[src/rtl/regfile_mp_if.sv]
// Register-file access bundle: write port, two read ports, clear control and pending-bit scoreboard.
interface regfile_mp_if #(
  parameter int unsigned DATA_W = 32,
  parameter int unsigned ADDR_W = 5
);
  logic              RegWr;
  logic [ADDR_W-1:0] Rw;
  logic [DATA_W-1:0] Di;
  logic [ADDR_W-1:0] Ra;
  logic [DATA_W-1:0] busA;
  logic [ADDR_W-1:0] Rb;
  logic [DATA_W-1:0] busB;
  logic              Clear;
  logic              Busy;
  logic              SetPend;
  logic [ADDR_W-1:0] PendAddr;
  logic              PendA;
  logic              PendB;

  modport master (
    output RegWr, Rw, Di, Ra, Rb, Clear, SetPend, PendAddr,
    input  busA, busB, Busy, PendA, PendB
  );

  modport slave (
    input  RegWr, Rw, Di, Ra, Rb, Clear, SetPend, PendAddr,
    output busA, busB, Busy, PendA, PendB
  );
endinterface

[src/rtl/regfile_mp.sv]
// Two-read/one-write register file with write bypass, per-entry pending bits and a
// sequenced clear that sweeps every entry to zero after reset or on request.
module regfile_mp #(
  parameter int unsigned DATA_W   = 32,
  parameter int unsigned ADDR_W   = 5,
  parameter bit          ZERO_REG = 1'b1
) (
  input logic         CLK,
  input logic         Reset,
  regfile_mp_if.slave bus
);
  localparam int unsigned DEPTH = 2 ** ADDR_W;

  typedef enum logic {IDLE, CLEAR} state_t;

  state_t            state_q, state_d;
  logic [ADDR_W-1:0] cnt_q, cnt_d;
  logic [DATA_W-1:0] mem [DEPTH];
  logic [DEPTH-1:0]  pend_q;

  logic busy, wr_en, set_en, enter_clear;
  logic zero_a, zero_b;

  assign busy        = (state_q == CLEAR);
  assign wr_en       = !busy && bus.RegWr   && !(ZERO_REG && (bus.Rw == '0));
  assign set_en      = !busy && bus.SetPend && !(ZERO_REG && (bus.PendAddr == '0));
  assign enter_clear = !busy && bus.Clear;
  assign zero_a      = busy || (ZERO_REG && (bus.Ra == '0));
  assign zero_b      = busy || (ZERO_REG && (bus.Rb == '0));

  // State and clear-counter register
  always_ff @(posedge CLK or posedge Reset) begin
    if (Reset) begin
      state_q <= CLEAR;
      cnt_q   <= '0;
    end else begin
      state_q <= state_d;
      cnt_q   <= cnt_d;
    end
  end

  // Next state: Clear only honoured from IDLE; sweep ends after the last entry
  always_comb begin
    state_d = state_q;
    cnt_d   = cnt_q;
    case (state_q)
      IDLE: begin
        if (bus.Clear) begin
          state_d = CLEAR;
          cnt_d   = '0;
        end
      end
      CLEAR: begin
        cnt_d = cnt_q + ADDR_W'(1);
        if (cnt_q == ADDR_W'(DEPTH - 1)) state_d = IDLE;
      end
      default: state_d = IDLE;
    endcase
  end

  // Storage has no reset; the sweep is the only way entries are zeroed
  always_ff @(posedge CLK) begin
    if (busy)       mem[cnt_q]  <= '0;
    else if (wr_en) mem[bus.Rw] <= bus.Di;
  end

  // Pending bits: a new producer (set) overrides a same-cycle retire (write)
  always_ff @(posedge CLK or posedge Reset) begin
    if (Reset) begin
      pend_q <= '0;
    end else if (enter_clear) begin
      pend_q <= '0;
    end else begin
      if (wr_en)  pend_q[bus.Rw]       <= 1'b0;
      if (set_en) pend_q[bus.PendAddr] <= 1'b1;
    end
  end

  assign bus.Busy  = busy;
  assign bus.busA  = zero_a ? '0 : ((wr_en && (bus.Rw == bus.Ra)) ? bus.Di : mem[bus.Ra]);
  assign bus.busB  = zero_b ? '0 : ((wr_en && (bus.Rw == bus.Rb)) ? bus.Di : mem[bus.Rb]);
  assign bus.PendA = !zero_a && pend_q[bus.Ra];
  assign bus.PendB = !zero_b && pend_q[bus.Rb];
endmodule
[src/flat_wrapper.sv]
// flat-port wrapper written by rule: the top's interface ports become plain ports
module regfile_mp_flat 
#(
  parameter int unsigned DATA_W   = 32,
  parameter int unsigned ADDR_W   = 5,
  parameter bit          ZERO_REG = 1'b1
)
  (CLK, Reset, bus_RegWr, bus_Rw, bus_Di, bus_Ra, bus_Rb, bus_Clear, bus_SetPend, bus_PendAddr, bus_busA, bus_busB, bus_Busy, bus_PendA, bus_PendB);
  regfile_mp_if #(.DATA_W(DATA_W), .ADDR_W(ADDR_W)) bus_i ();
  input logic CLK;
  input logic Reset;
  input wire logic [$bits(bus_i.RegWr)-1:0] bus_RegWr;
  input wire logic [$bits(bus_i.Rw)-1:0] bus_Rw;
  input wire logic [$bits(bus_i.Di)-1:0] bus_Di;
  input wire logic [$bits(bus_i.Ra)-1:0] bus_Ra;
  input wire logic [$bits(bus_i.Rb)-1:0] bus_Rb;
  input wire logic [$bits(bus_i.Clear)-1:0] bus_Clear;
  input wire logic [$bits(bus_i.SetPend)-1:0] bus_SetPend;
  input wire logic [$bits(bus_i.PendAddr)-1:0] bus_PendAddr;
  output wire logic [$bits(bus_i.busA)-1:0] bus_busA;
  output wire logic [$bits(bus_i.busB)-1:0] bus_busB;
  output wire logic [$bits(bus_i.Busy)-1:0] bus_Busy;
  output wire logic [$bits(bus_i.PendA)-1:0] bus_PendA;
  output wire logic [$bits(bus_i.PendB)-1:0] bus_PendB;
  assign bus_i.RegWr = bus_RegWr;
  assign bus_i.Rw = bus_Rw;
  assign bus_i.Di = bus_Di;
  assign bus_i.Ra = bus_Ra;
  assign bus_i.Rb = bus_Rb;
  assign bus_i.Clear = bus_Clear;
  assign bus_i.SetPend = bus_SetPend;
  assign bus_i.PendAddr = bus_PendAddr;
  assign bus_busA = bus_i.busA;
  assign bus_busB = bus_i.busB;
  assign bus_Busy = bus_i.Busy;
  assign bus_PendA = bus_i.PendA;
  assign bus_PendB = bus_i.PendB;
  regfile_mp #(.DATA_W(DATA_W), .ADDR_W(ADDR_W), .ZERO_REG(ZERO_REG)) u_core (.CLK(CLK), .Reset(Reset), .bus(bus_i));
endmodule
[config.mk]
export PLATFORM = sky130hd
export DESIGN_NAME = regfile_mp_flat
export DESIGN_NICKNAME = d
export VERILOG_FILES = /design/src/rtl/regfile_mp_if.sv /design/src/rtl/regfile_mp.sv /design/src/flat_wrapper.sv
export SDC_FILE = /design/constraint.sdc
export NUM_CORES = 1
export LEC_CHECK = 0
export BUFFER_PORTS_ARGS = -buffer_cell sky130_fd_sc_hd__clkbuf_2
export CORE_MARGIN = 2
export CORE_UTILIZATION = 50
export CTS_BUF_LIST = sky130_fd_sc_hd__clkbuf_8
export CTS_CLUSTER_SIZE = 14
export DETAILED_ROUTE_END_ITERATION = 7
export GPL_TIMING_DRIVEN = 0
export PLACE_DENSITY = 0.69
export REMOVE_ABC_BUFFERS = 1
export SYNTH_ARGS = -nofsm -noshare
export SYNTH_HDL_FRONTEND = slang
export SYNTH_SLANG_ARGS = --single-unit
[constraint.sdc]
create_clock -name CLK -period 4.6 [get_ports CLK]
set_input_delay 0.23 -clock CLK [delete_from_list [all_inputs] [get_ports CLK]]
set_output_delay 0.23 -clock CLK [all_outputs]
set_load 0.02 [all_outputs]
==> summary.md <==
| Metric | Value |
|---|---|
| Final ANT Viol Nets | `0` |
| Status | `finished, final reports clean` |
| Area leader, netlist | `edfxtp_1` |
| Vias per inst | `about 7.1` |
| Gpl congestion | `between 0.8 and 0.9` |
| Ys flop type | `edfxtp_1` |
| Avg WL per Cell | `33.9 µm` |
| Core Region | `between 0.09 and 0.1 mm²` |
| Residual DRC | `0` |
| Full die area | `a little over 0.1 mm²` |
| CTS buffer count | `about 170` |
| Hold path start | `bus_RegWr` |
| CP top delay family | `simple AND/OR/NAND/NOR gates` |
| Starting DRT DRC Count | `a little over 4k` |
| Synth warnings | `0` |
| TritonCTS clock tree | `done` |
| Critical Path Max Stage Delay | `950 ps` |
| Clock Skews | `45.2 ps` |
| FMAX | `between 200 and 250 MHz` |
| Final Hold Vio Count | `0` |
| Clock power share | `29.9%` |
| Die width | `321 µm` |
| Worst-path clk slew | `around 60 ps` |
| Remaining Overflow, GRT | `0` |
| Comb power frac | `19.4%` |
| Number of placement rows | `116` |
| RSZ-0062 raised after global routing | `false` |
| Share of layout cells above drive strength 1 | `27.6%` |
| FF+latch count, synth | `1062` |
| Wire length after detailed routing | `151000 µm` |
| Port Buffer Count | `123` |
| Vias | `roughly 32k` |
| H-tree Lvls | `4` |
| Critical Path RT | `between 4000 and 5000 ps` |
| Gr usage total | `29.3%` |
| Setup TNS | `0 ps` |
| Number of cells in the finished layout apart from fillers | `4454` |
| Layout area overhead | `12.9%` |
| Critical-path top delay cell | `nor4_4` |
| Post-Synthesis Cells | `2869` |
| CP bufs+invs | `3` |
| Initial Utilization | `50.2%` |
| Vias in the first global route | `around 33k` |
| Post-CTS Setup Inserts | `0` |
| Worst Max-Slew Pin Slew | `1470 ps` |
| Root Buffer | `clkbuf_8` |
| Worst-path maximum fanout | `23` |
| Crit start category | `flop` |
| MaxCap Viol Count | `0` |
| Cts hold-fix bufs | `23` |
| Crit path launch | `u_core.bus.Busy` |
| Post-cts resize count | `0` |
| # setup viols final | `0` |
| Sw Share | `29.5%` |
| NetSw | `7.30 mW` |
| Fin nets | `roughly 3k` |
| Placed cells | `4134` |
| Fillers | `7344` |
| Cell internal pwr | `about 17 mW` |
| Post-synthesis sequential area ratio | `a little over three fifths` |
| Type of the most critical hold path | `in2reg` |
| Antenna violations before repair | `3` |
| Synthesized cell area | `about 0.05 mm²` |
| Avg Cell Area, Syn | `17.5 µm²` |
| Crit path cell chain | `nor2b_1, o21ai_4, nor4_4, buf_8, nor2_4, buf_12, a221o_1, clkbuf_2` |
| Chip Height | `321 µm` |
| Worst hold slack | `166 ps` |
| Maximum vdd drop | `302 µV` |
| HPWL Detailed | `91100 µm` |
| Slew Limit Fails | `0` |
| Unique masters post-synth | `between 50 and 60` |
| Worst Slack Setup Final | `about 240 ps` |
| 1st-pass router iterations | `5` |
| CTS sink cnt | `1062` |
| Power Density | `437 mW/mm²` |
| Slew HR | `2.03%` |
| Leak | `18.8 nW` |
| First-pass GRT wire length | `217000 µm` |
| IO Pins | `124` |
| R2R Path Start | `u_core.bus.Busy` |
| WS Path Type | `reg2out` |
| Post-synth EDFFs | `1024` |
| Buffer depth of the longest clock path | `3` |
| WP data arrival | `4130 ps` |
| Flop pwr share | `50.7%` |
| Largest net degree at the start of global routing | `84` |
| Tcrit/Tclk final | `between 90 and 100%` |
| Setup crit end kind | `output port` |
| Later-pin clock latency in the skew report | `860 ps` |
| Most numerous cell in the Yosys netlist | `edfxtp_1` |
| Synth top area cells | `edfxtp_1, mux4_2, mux2i_1` |
| Post-synth top area share | `61.4%` |
| Most instantiated cells after synthesis | `edfxtp_1, mux4_2, mux2i_1` |
| Fraction of registers with async set/reset | `3.58%` |
| Final Critical Period | `4360 ps` |
| Layout Utilization | `56.7%` |
| Pre-CTS setup slack | `492 ps` |
worst register-to-register path, cell delays in order, from the launching register on:
cell and delay (ps):
dfstp_2 500, nand2b_1 260, a21oi_4 690, buf_12 290, a21oi_2 290, nor2_4 870
buf_12 290
area by class of cell:
class / count / area (µm²) / share of cell area (%)
diodes: 3 / 7.51 / 0.0133
clock buffers: 169 / 2330 / 4.11
clock inverters: 125 / 669 / 1.18
inverters: 7 / 28.8 / 0.0509
multi-input cells: 1561 / 17600 / 31.1
flip-flops and latches: 1062 / 31700 / 56.0
well taps: 1298 / 1620 / 2.87
repair buffers: 229 / 2650 / 4.68
worst paths after layout:
path,endpoint,slack [ps],cells past startpoint
max,bus_busA[3],240,8
min reg2reg,u_core.pend_q[0],560,1
max reg2reg,u_core.mem[27][12],1050,6
max in group asynchronous,u_core.bus.Busy,3380,6
min in group asynchronous,u_core.pend_q[20],480,4
min,u_core.pend_q[8],170,6
sequential cells by signal, summed over array words and instances (netlist names):
name,cells
u_core.mem,1024
u_core.cnt_q,5
u_core.pend_q,32
u_core.bus.Busy,1
cell usage in the layout, fill, tap and decap left out, types with 8 or more instances in the layout:
cell type | netlist | routed
a21oi_1 | 105 | 102
a221o_1 | 62 | 62
and2_1 | 31 | 31
buf_12 | 0 | 41
buf_16 | 0 | 26
buf_6 | 3 | 8
buf_8 | 0 | 8
clkbuf_2 | 1 | 115
clkbuf_8 | 0 | 175
clkinv_1 | 2 | 36
clkinv_2 | 0 | 16
dfrtp_1 | 37 | 37
dlygate4sd3_1 | 0 | 23
edfxtp_1 | 1024 | 1024
inv_1 | 5 | 63
mux2_2 | 11 | 11
mux2i_1 | 270 | 270
mux4_2 | 391 | 391
nand2_1 | 55 | 51
nand2b_1 | 13 | 9
nand3_1 | 8 | 8
nor2_1 | 114 | 81
nor2_4 | 0 | 34
nor2b_1 | 9 | 8
nor3_1 | 66 | 66
o21ai_0 | 33 | 33
o221ai_1 | 135 | 135
o22ai_1 | 191 | 191
xnor2_1 | 9 | 9
per-stage QoR:
stage	area (µm²)	power (mW)
6_report	56600	24.7
4_1_cts	56600	24.7
3_5_place_dp	53300	17.4
2_1_floorplan	49000	15.0
3_3_place_gp	51200	17.2
5_1_grt	56600	25.5
metal layers:
metal / GRT usage [%] / up-vias / wire length [µm]
met5: 0 / - / 13
met4: 13.1 / 2 / 6570
met3: 6.19 / 467 / 15500
met2: 49.3 / 2224 / 76000
met1: 36.6 / 16484 / 52600
li1: - / 12643 / -
power groups by stage:
stage	Combinational, mW	Clock [mW]	Sequential, mW
final	4.80	7.39	12.5
after global routing	4.96	7.86	12.6
after CTS	4.75	7.44	12.5
after detailed placement	4.72	0	12.7
after global placement	4.44	0	12.7
after floorplan	2.45	0	12.5
logic make-up (layout without fill, tap and decap cells):
kind of cell    count (synthesis)  after routing  share of synthesized area [%]
other cells                     0              3                              0
flops                        1062           1062                           63.3
mux                           672            672                           23.2
xor+xnor                       12             12                          0.210
compound gates                552            552                           7.84
fa+ha+maj                       2              2                         0.0499
buf+inv                       246            530                           2.33
simple gates                  323            323                           3.08
Power figures use the tool's default switching activity.
